**config.mk**
```make
export PLATFORM = sky130hd
export DESIGN_NAME = serial_add_ctrl
export DESIGN_NICKNAME = d
export VERILOG_FILES = /design/src/rtl/arith_pkg.sv /design/src/rtl/fa.sv /design/src/rtl/serial_add_ctrl.sv
export SDC_FILE = /design/constraint.sdc
export NUM_CORES = 1
export LEC_CHECK = 0
export BUFFER_PORTS_ARGS = -buffer_cell sky130_fd_sc_hd__buf_2
export CAP_MARGIN = 25
export CORE_UTILIZATION = 52
export DETAILED_ROUTE_END_ITERATION = 16
export GPL_TIMING_DRIVEN = 0
export PLACE_DENSITY = 0.76
export SLEW_MARGIN = 30
export SYNTH_ARGS = -nofsm -noshare
export SYNTH_HDL_FRONTEND = slang
export SYNTH_SLANG_ARGS = --single-unit
```
**constraint.sdc**
```tcl
create_clock -name clk -period 1.7 [get_ports clk]
set_input_delay 0.17 -clock clk [delete_from_list [all_inputs] [get_ports clk]]
set_output_delay 0.17 -clock clk [all_outputs]
set_load 0.02 [all_outputs]
```
**src/rtl/arith_pkg.sv**
```systemverilog
// ============================================================================
// Module      : arith_pkg
// Description : Shared types and constants for the arithmetic unit.
// Revision    : 1.0 - initial release
// ============================================================================
`default_nettype none

package arith_pkg;

    localparam int c_DEFAULT_WIDTH = 4;

    typedef enum logic [1:0] {
        IDLE = 2'b00,
        RUN  = 2'b01,
        DONE = 2'b10
    } state_t;

endpackage : arith_pkg

`default_nettype wire

```
**src/rtl/fa.sv**
```systemverilog
// ============================================================================
// Module      : fa
// Description : Combinational 1-bit full adder slice.
// Revision    : 1.0 - initial release
// ============================================================================
`default_nettype none

module fa (
    input  logic a,
    input  logic b,
    input  logic ci,
    output logic s,
    output logic co
);

    assign s  = a ^ b ^ ci;
    assign co = (a & b) | (a & ci) | (b & ci);

endmodule : fa

`default_nettype wire

```
**src/rtl/serial_add_ctrl.sv**
```systemverilog
// ============================================================================
// Module      : serial_add_ctrl
// Description : Bit-serial add/subtract sequencer around one full-adder slice,
//               LSB-first, one bit per clock, done strobe on completion.
// Revision    : 1.0 - initial release
// ============================================================================
`default_nettype none

module serial_add_ctrl
    import arith_pkg::*;
#(
    parameter int WIDTH = c_DEFAULT_WIDTH
) (
    input  logic             clk,
    input  logic             rst,
    input  logic             start,
    input  logic             sub,
    input  logic [WIDTH-1:0] a,
    input  logic [WIDTH-1:0] b,
    input  logic             ci,
    output logic             busy,
    output logic             done,
    output logic [WIDTH-1:0] s,
    output logic             co
);

    localparam int c_CNT_W = $clog2(WIDTH);
    localparam logic [c_CNT_W-1:0] c_LAST = c_CNT_W'(WIDTH - 1);

    state_t             r_state;
    logic [WIDTH-1:0]   r_shift_a;
    logic [WIDTH-1:0]   r_shift_b;
    logic [WIDTH-2:0]   r_result;
    logic               r_carry;
    logic [c_CNT_W-1:0] r_cnt;

    logic               w_sum;
    logic               w_cout;
    logic               w_accept;
    logic [WIDTH-1:0]   w_result_nxt;

    fa u_fa (
        .a  (r_shift_a[0]),
        .b  (r_shift_b[0]),
        .ci (r_carry),
        .s  (w_sum),
        .co (w_cout)
    );

    assign w_accept = start && ((r_state == IDLE) || (r_state == DONE));

    // The result register keeps only the upper WIDTH-1 bits; the bit that
    // would shift out of its LSB is never needed.
    assign w_result_nxt = {w_sum, r_result};

    always_ff @(posedge clk or posedge rst) begin
        if (rst) begin
            r_state   <= IDLE;
            r_shift_a <= '0;
            r_shift_b <= '0;
            r_result  <= '0;
            r_carry   <= 1'b0;
            r_cnt     <= '0;
            busy      <= 1'b0;
            done      <= 1'b0;
            s         <= '0;
            co        <= 1'b0;
        end else begin
            done <= 1'b0;
            case (r_state)
                IDLE, DONE: begin
                    r_state <= IDLE;
                    if (w_accept) begin
                        r_shift_a <= a;
                        r_shift_b <= sub ? ~b : b;
                        r_carry   <= sub ? 1'b1 : ci;
                        r_result  <= '0;
                        r_cnt     <= '0;
                        busy      <= 1'b1;
                        r_state   <= RUN;
                    end
                end
                RUN: begin
                    r_shift_a <= r_shift_a >> 1;
                    r_shift_b <= r_shift_b >> 1;
                    r_carry   <= w_cout;
                    r_result  <= w_result_nxt[WIDTH-1:1];
                    r_cnt     <= r_cnt + 1'b1;
                    if (r_cnt == c_LAST) begin
                        // Final MSB slice: publish straight from the slice
                        // output so s/co land on the same edge as done.
                        s       <= w_result_nxt;
                        co      <= w_cout;
                        done    <= 1'b1;
                        busy    <= 1'b0;
                        r_state <= DONE;
                    end
                end
                default: begin
                    busy    <= 1'b0;
                    r_state <= IDLE;
                end
            endcase
        end
    end

endmodule : serial_add_ctrl

`default_nettype wire

```
**Word level (Yosys, flattened, before mapping)**

Cells that the tools add are included.

- Register bits: 23
- Output and inout bits: 7
- Input bits: 13
- Logic and storage cells: 52

- Add/sub/neg operators: 1
- Multiplexer cells: 20
- Reductions and logical operators: 8
- Bitwise gates (word level): 8
- Equality and inequality tests: 5

Operators with widths:

| operator | number |
|---|---|
| 4-bit one-hot mux with 2 select lines | 2 |
| 4-bit two-way mux | 3 |
| 2-bit one-hot mux with 2 select lines | 2 |
| 1-bit two-way mux | 7 |
| 3-bit one-hot mux with 2 select lines | 1 |
| 2-bit AND reduction | 3 |
| 2-bit == test (second input constant) | 2 |
| 2-bit two-way mux | 2 |
| 2-bit != test (second input constant) | 2 |
| 4-bit inverter | 1 |
| 1-bit one-hot mux with 2 select lines | 2 |
| 1-bit AND | 3 |
| 3-bit two-way mux | 1 |
| 2-bit by 1-bit adder with 2-bit output (second input constant) | 1 |
| 2-bit by 1-bit == test with 1-bit output (second input constant) | 1 |
| 2-bit zero test | 1 |
| 1-bit OR | 2 |
| 2-bit nonzero test | 1 |
| 2-bit OR reduction | 1 |
| 1-bit bitwise XOR | 2 |
| 1-bit logical AND | 1 |
| 1-bit logical OR | 1 |

**Longest topological paths before layout**

- Depth after elaboration: 5
- Mapped depth: 4
- Mapped depth without buffers: 4

**Cells and area by module**

A second synthesis with hierarchy kept.

- Cell total of the unflattened synthesis: 73
- Area, all modules: 1002.2 um^2

Modules (own cells, without submodules):

| module | area each (um^2) | seq. area each (um^2) | cells each | instances |
|---|---|---|---|---|
| serial_add_ctrl | 982.2 | 575.6 | 72 | 1 |
| fa | 20.0 | 0.0 | 1 | 1 |

**Worst setup path before layout**

OpenSTA, ideal clock, no wires.

- Kind: register to register
- From: register r_carry
- To: register s[3]
- Buffers on the path: 0
- Library setup time: 127 ps
- Cell stages (with the launch flop): 3
- Arrival: 1145 ps
- Data required time: 1573 ps
- Clock period less this slack: 1272 ps
- Setup slack: 428 ps
- Cell sequence: dfrtp_1 > fa_1 > mux2_1

- Word-level cells in the longest chain between the ends: 1

Ends and longest elaborated chain:

| item | RTL line | source |
|---|---|---|
| from (decl) | serial_add_ctrl.sv:34 | `logic r_carry;` |
| from (signal assigned) | serial_add_ctrl.sv:76 | `r_carry <= sub ? 1'b1 : ci;` |
| from (signal assigned) | serial_add_ctrl.sv:86 | `r_carry <= w_cout;` |
| 1-bit bitwise XOR | fa.sv:16 | `assign s = a ^ b ^ ci;` |
| named net u_fa.s | fa.sv:12 | `output logic s,` |
| to (signal assigned) | serial_add_ctrl.sv:92 | `s <= w_result_nxt;` |
| to (decl) | serial_add_ctrl.sv:23 | `output logic [WIDTH-1:0] s,` |

The timed path passes the listed nets, and every way through them passes these cells.
A chain may end at the register's enable or synchronous reset.

**Final worst setup path**

- From: register r_state[1]
- To: register s[0]

- Word-level cells in the longest chain between the ends: 2

Ends and longest elaborated chain:

| item | RTL line | source |
|---|---|---|
| from (decl) | serial_add_ctrl.sv:30 | `state_t r_state;` |
| from (signal assigned) | serial_add_ctrl.sv:58 | `r_state <= IDLE;` |
| from (signal assigned) | serial_add_ctrl.sv:72 | `r_state <= IDLE;` |
| from (signal assigned) | serial_add_ctrl.sv:80 | `r_state <= RUN;` |
| 2-bit by 1-bit == test with 1-bit output | serial_add_ctrl.sv:70 | `case (r_state)` |
| 2-bit AND reduction (no line) | -- |  |

No other way between the ends.

==> impl_results.html <==
<table>
<tr><th>Metric</th><th>Value</th></tr>
<tr><th colspan="2">Run status</th></tr>
<tr><td>Run status</td><td>finished clean</td></tr>
<tr><th colspan="2">Pwr</th></tr>
<tr><td>Static Leak</td><td>0.591 nW</td></tr>
<tr><td>Switch Pwr</td><td>0.781 mW</td></tr>
<tr><td>Overall power</td><td>2.15 mW</td></tr>
<tr><td>Power share of the combinational group</td><td>0.448</td></tr>
<tr><td>Switching Fraction</td><td>0.363</td></tr>
<tr><td>Clock share of power</td><td>0.117</td></tr>
<tr><td>Sequential share of power</td><td>0.435</td></tr>
<tr><td>Peak VDD IR</td><td>0.958 mV</td></tr>
<tr><td>Total power per unit cell area</td><td>1890 mW/mm^2</td></tr>
<tr><td>Internal Pwr Total</td><td>1.37 mW</td></tr>
<tr><th colspan="2">Logic synthesis</th></tr>
<tr><td>Nets in the synthesized netlist</td><td>87</td></tr>
<tr><td>Post-Synth XOR/XNOR Area</td><td>0.0358</td></tr>
<tr><td>Cell type with the highest aggregate area in the netlist</td><td>sky130_fd_sc_hd__dfrtp_1</td></tr>
<tr><td>Post-synthesis mux area share</td><td>0.0729</td></tr>
<tr><td>Total number of yosys warnings</td><td>0</td></tr>
<tr><td>Netlist area before placement</td><td>978 um^2</td></tr>
<tr><td>Register area share after synthesis</td><td>0.588</td></tr>
<tr><td>Post-synthesis register bit count</td><td>23</td></tr>
<tr><td>Syn Inst Count</td><td>72</td></tr>
<tr><td>Compound-Gate Fraction of Synth Area</td><td>0.155</td></tr>
<tr><td>Leading cell types by total area after synthesis</td><td>sky130_fd_sc_hd__dfrtp_1, sky130_fd_sc_hd__a22o_1, sky130_fd_sc_hd__mux2_1, sky130_fd_sc_hd__a221o_1, sky130_fd_sc_hd__xnor2_1</td></tr>
<tr><td>Count of cell types in the netlist</td><td>22</td></tr>
<tr><td>Area share of the largest cell type after synthesis</td><td>0.588</td></tr>
<tr><td>Largest family of logic cells by synthesized area</td><td>compound AO/OA/AOI/OAI gates</td></tr>
<tr><td>Share of synthesized cell area in and, or, nand and nor gates</td><td>0.0716</td></tr>
<tr><td>Synthesized area per cell</td><td>13.6 um^2</td></tr>
<tr><td>Adder-cell share of the synthesized area</td><td>0.0332</td></tr>
<tr><th colspan="2">Timing</th></tr>
<tr><td>Final Setup Violations</td><td>0</td></tr>
<tr><td>Worst Tran Pin Value</td><td>0.802 ns</td></tr>
<tr><td>Portion of the clock cycle consumed by the worst path in the final layout</td><td>0.793</td></tr>
<tr><td>Setup_tns</td><td>0 ns</td></tr>
<tr><td>Shortest clock period the worst path allows after layout</td><td>1.35 ns</td></tr>
<tr><td>Maximum clock skew at final layout</td><td>0.00208 ns</td></tr>
<tr><td>Hold violation total from the final report</td><td>0</td></tr>
<tr><td>Relative slew slack</td><td>0.462</td></tr>
<tr><td>Final Max Slew Viols</td><td>0</td></tr>
<tr><td>Setup repair after global routing missed its margin</td><td>no</td></tr>
<tr><td>Minimum setup slack in the final design</td><td>0.352 ns</td></tr>
<tr><td>FMAX</td><td>742 MHz</td></tr>
<tr><th colspan="2">Worst hold path</th></tr>
<tr><td>Worst hold path class</td><td>input pin to flip-flop</td></tr>
<tr><th colspan="2">Clock tree</th></tr>
<tr><td>Hold-fix buffer count after cts</td><td>0</td></tr>
<tr><td>Clock tree from TritonCTS</td><td>yes</td></tr>
<tr><td>H-tree levels</td><td>1</td></tr>
<tr><td>Root buffer selected by CTS</td><td>sky130_fd_sc_hd__clkbuf_4</td></tr>
<tr><td>TritonCTS Buffers</td><td>3</td></tr>
<tr><td>Number of resized instances in the post-cts repair step</td><td>0</td></tr>
<tr><td>Maximum number of buffers from clock root to sink</td><td>2</td></tr>
<tr><td>Buffers inserted by post-CTS timing repair</td><td>0</td></tr>
<tr><td>Clock latency of the later-clocked register in the worst-skew pair</td><td>0.31 ns</td></tr>
<tr><td>Clock slew seen by the registers of the worst setup and hold paths</td><td>0.13 ns</td></tr>
<tr><td>Clock tree sinks</td><td>23</td></tr>
<tr><th colspan="2">Worst setup path</th></tr>
<tr><td>Required time reported for the critical path endpoint</td><td>1.91 ns</td></tr>
<tr><td>Max Fanout on Critical Path</td><td>6</td></tr>
<tr><td>Top cell family by delay on the critical path</td><td>simple AND/OR/NAND/NOR gates</td></tr>
<tr><td>Worst setup SP type</td><td>flip-flop</td></tr>
<tr><td>Crit-path cells</td><td>and2b_4, nand2_2, inv_2, mux2_1</td></tr>
<tr><td>Slowest Stage Delay on Critical Path</td><td>0.40 ns</td></tr>
<tr><td>Type of element capturing the critical path</td><td>flip-flop</td></tr>
<tr><td>Worst path arrival time</td><td>1.55 ns</td></tr>
<tr><td>Type of the worst setup path</td><td>flip-flop to flip-flop</td></tr>
<tr><td>Cell with the largest stage delay on the worst path</td><td>sky130_fd_sc_hd__dfrtp_1</td></tr>
<tr><td>CP bufs+invs</td><td>1</td></tr>
<tr><th colspan="2">Routing</th></tr>
<tr><td>Ratio of routed vias to standard cells</td><td>5.24</td></tr>
<tr><td>Count of vias placed by the detailed router</td><td>629</td></tr>
<tr><td>Detailed-route DRC error count</td><td>0</td></tr>
<tr><td>DRT iter0 DRCs</td><td>7</td></tr>
<tr><td>Antenna Nets Post-Route</td><td>0</td></tr>
<tr><td>Total Wirelength</td><td>1610 um</td></tr>
<tr><td>First-pass detailed-route iteration total</td><td>4</td></tr>
<tr><td>Average wire per cell in the routed design</td><td>13.4 um</td></tr>
<tr><th colspan="2">Layout</th></tr>
<tr><td>Fill cells</td><td>147</td></tr>
<tr><td>Area growth from synthesis to final layout</td><td>16.2%</td></tr>
<tr><td>Design area</td><td>0.00114 mm^2</td></tr>
<tr><td>End-of-flow core utilization</td><td>0.652</td></tr>
<tr><td>ANT cells</td><td>0</td></tr>
<tr><td>Post-layout nets</td><td>111</td></tr>
<tr><td>Combined area of the multi-input logic cells</td><td>360 um^2</td></tr>
<tr><td>Fraction of final layout cells sized beyond drive strength 1</td><td>0.326</td></tr>
<tr><td>Area used by sequential logic in the layout</td><td>576 um^2</td></tr>
<tr><th colspan="2">Global route</th></tr>
<tr><td>Number of antenna violations at the first check in global routing</td><td>0</td></tr>
<tr><td>Overflow after GRT</td><td>0</td></tr>
<tr><td>Tot GR Track Use</td><td>0.182</td></tr>
<tr><td>Global-route wire length before repair</td><td>2550 um</td></tr>
<tr><td>Number of global-route vias before repair</td><td>583</td></tr>
<tr><td>Pin count of the biggest net entering global routing</td><td>24</td></tr>
<tr><th colspan="2">Placement</th></tr>
<tr><td>Number of buffer cells added on primary ports</td><td>18</td></tr>
<tr><td>Placed Instance Area</td><td>0.00110 mm^2</td></tr>
<tr><td>Half-perimeter wire length of the detailed placement result</td><td>1140 um</td></tr>
<tr><td>Routability congestion estimate</td><td>0.777</td></tr>
<tr><td>Worst slack after detailed placement</td><td>0.373 ns</td></tr>
<tr><th colspan="2">Floorplan</th></tr>
<tr><td>X dimension of the die</td><td>45.4 um</td></tr>
<tr><td>Total die area</td><td>0.00206 mm^2</td></tr>
<tr><td>Initial core utilization</td><td>0.561</td></tr>
<tr><td>Die span in y</td><td>45.4 um</td></tr>
<tr><td>I/O pin cnt</td><td>20</td></tr>
<tr><td>Num rows</td><td>15</td></tr>
<tr><td>Core Region</td><td>0.00175 mm^2</td></tr>
<tr><th colspan="2">Flow run</th></tr>
<tr><td>Maximum capacitance violations</td><td>0</td></tr>
</table>
-- layer usage --
metal | track usage | vias up | wire [um]
met5 | 0 | - | 0
met4 | 0.0909 | 0 | 15
met2 | 0.287 | 18 | 781
met3 | 0.0357 | 2 | 53
li1 | - | 299 | -
met1 | 0.240 | 310 | 760
-- layout by cell type, fill, tap and decap left out, types with 2 or more instances in the layout --
cell type and count:
sky130_fd_sc_hd__xnor2_1 3, sky130_fd_sc_hd__a221o_1 4, sky130_fd_sc_hd__buf_2 19, sky130_fd_sc_hd__inv_1 2, sky130_fd_sc_hd__clkbuf_4 3, sky130_fd_sc_hd__mux2_1 5, sky130_fd_sc_hd__buf_6 2, sky130_fd_sc_hd__nor2_1 5
sky130_fd_sc_hd__a21o_1 3, sky130_fd_sc_hd__nand2_1 2, sky130_fd_sc_hd__a22o_1 9, sky130_fd_sc_hd__and2b_4 2, sky130_fd_sc_hd__dfrtp_1 23
-- cell families after synthesis --
kind of cell	count (synthesis)
AOI/OAI and AO/OA	18
xor gates and xnor gates	4
adders and majority gates	2
buffers and inverters	7
DFF	23
muxes	6
and+or+nand+nor	12
-- worst reg2reg max path: stages (launching register included) --
cell,delay [ns]
sky130_fd_sc_hd__dfrtp_1,0.40
sky130_fd_sc_hd__and2b_4,0.31
sky130_fd_sc_hd__nand2_2,0.11
sky130_fd_sc_hd__inv_2,0.10
sky130_fd_sc_hd__mux2_1,0.32
-- flip-flops by register name, indices dropped and copies added, names as in the netlist --
| name | flops |
|---|---|
| r_shift_a | 4 |
| r_shift_b | 4 |
| s | 4 |
| r_result | 3 |
| r_cnt | 2 |
| r_state | 2 |
| busy | 1 |
| co | 1 |
| done | 1 |
| r_carry | 1 |
-- power by group through the flow --
stage                     Combinational (mW)  Clock (mW)  Sequential, mW
after floorplan                        0.670           0            1.01
after global placement                 0.938           0           0.937
after detailed placement               0.971           0           0.950
after CTS                              0.971       0.256           0.939
after global routing                    1.06       0.274           0.970
final                                  0.963       0.251           0.937
-- metrics by stage --
stage | hold WS, ns | cells
floorplan | 0.172 | 72
global placement | 0.375 | 115
detailed placement | 0.378 | 115
CTS | 0.0347 | 119
global route | 0.0764 | 120
finish | 0.0760 | 120
-- final timing paths --
kind | start | to | slack, ns | depth (start not counted)
max in group asynchronous | rst | done$_DFF_PP0_ | 0.88 | 3
min in group asynchronous | rst | s[3]$_DFFE_PP0P_ | 0.44 | 3
setup / recovery | r_state[1]$_DFFE_PP0P_ | s[0]$_DFFE_PP0P_ | 0.35 | 4
hold / removal | a[3] | r_shift_a[3]$_DFFE_PP0P_ | 0.08 | 2
setup reg to reg | r_state[1]$_DFFE_PP0P_ | s[0]$_DFFE_PP0P_ | 0.35 | 4
hold reg to reg | busy$_DFFE_PP0P_ | busy$_DFFE_PP0P_ | 0.48 | 2
-- layout make-up --
type | count | area share
timing repair buffer | 19 | 0.0880
sequential | 23 | 0.506
multi-input combinational | 42 | 0.317
inverter | 4 | 0.0132
clock inverter | 1 | 0.00440
buffer | 3 | 0.0242
clock buffer | 3 | 0.0198
tap | 25 | 0.0275
-- cell usage after synthesis --
cell                       count
sky130_fd_sc_hd__dfrtp_1      23
sky130_fd_sc_hd__ha_1          1
sky130_fd_sc_hd__and2b_4       2
sky130_fd_sc_hd__inv_1         3
sky130_fd_sc_hd__nor2_1        5
sky130_fd_sc_hd__o21ai_1       1
sky130_fd_sc_hd__buf_2         1
sky130_fd_sc_hd__inv_2         1
sky130_fd_sc_hd__o21ai_0       1
sky130_fd_sc_hd__nand2_1       2
sky130_fd_sc_hd__xnor2_1       3
sky130_fd_sc_hd__mux2_1        5
sky130_fd_sc_hd__nor2_4        1
sky130_fd_sc_hd__buf_6         2
sky130_fd_sc_hd__mux2_4        1
sky130_fd_sc_hd__a22o_1        9
sky130_fd_sc_hd__fa_1          1
sky130_fd_sc_hd__nand2_2       1
sky130_fd_sc_hd__xor2_1        1
sky130_fd_sc_hd__a221o_1       4
sky130_fd_sc_hd__nand2b_1      1
sky130_fd_sc_hd__a21o_1        3
(Power assumes the default switching activity.)
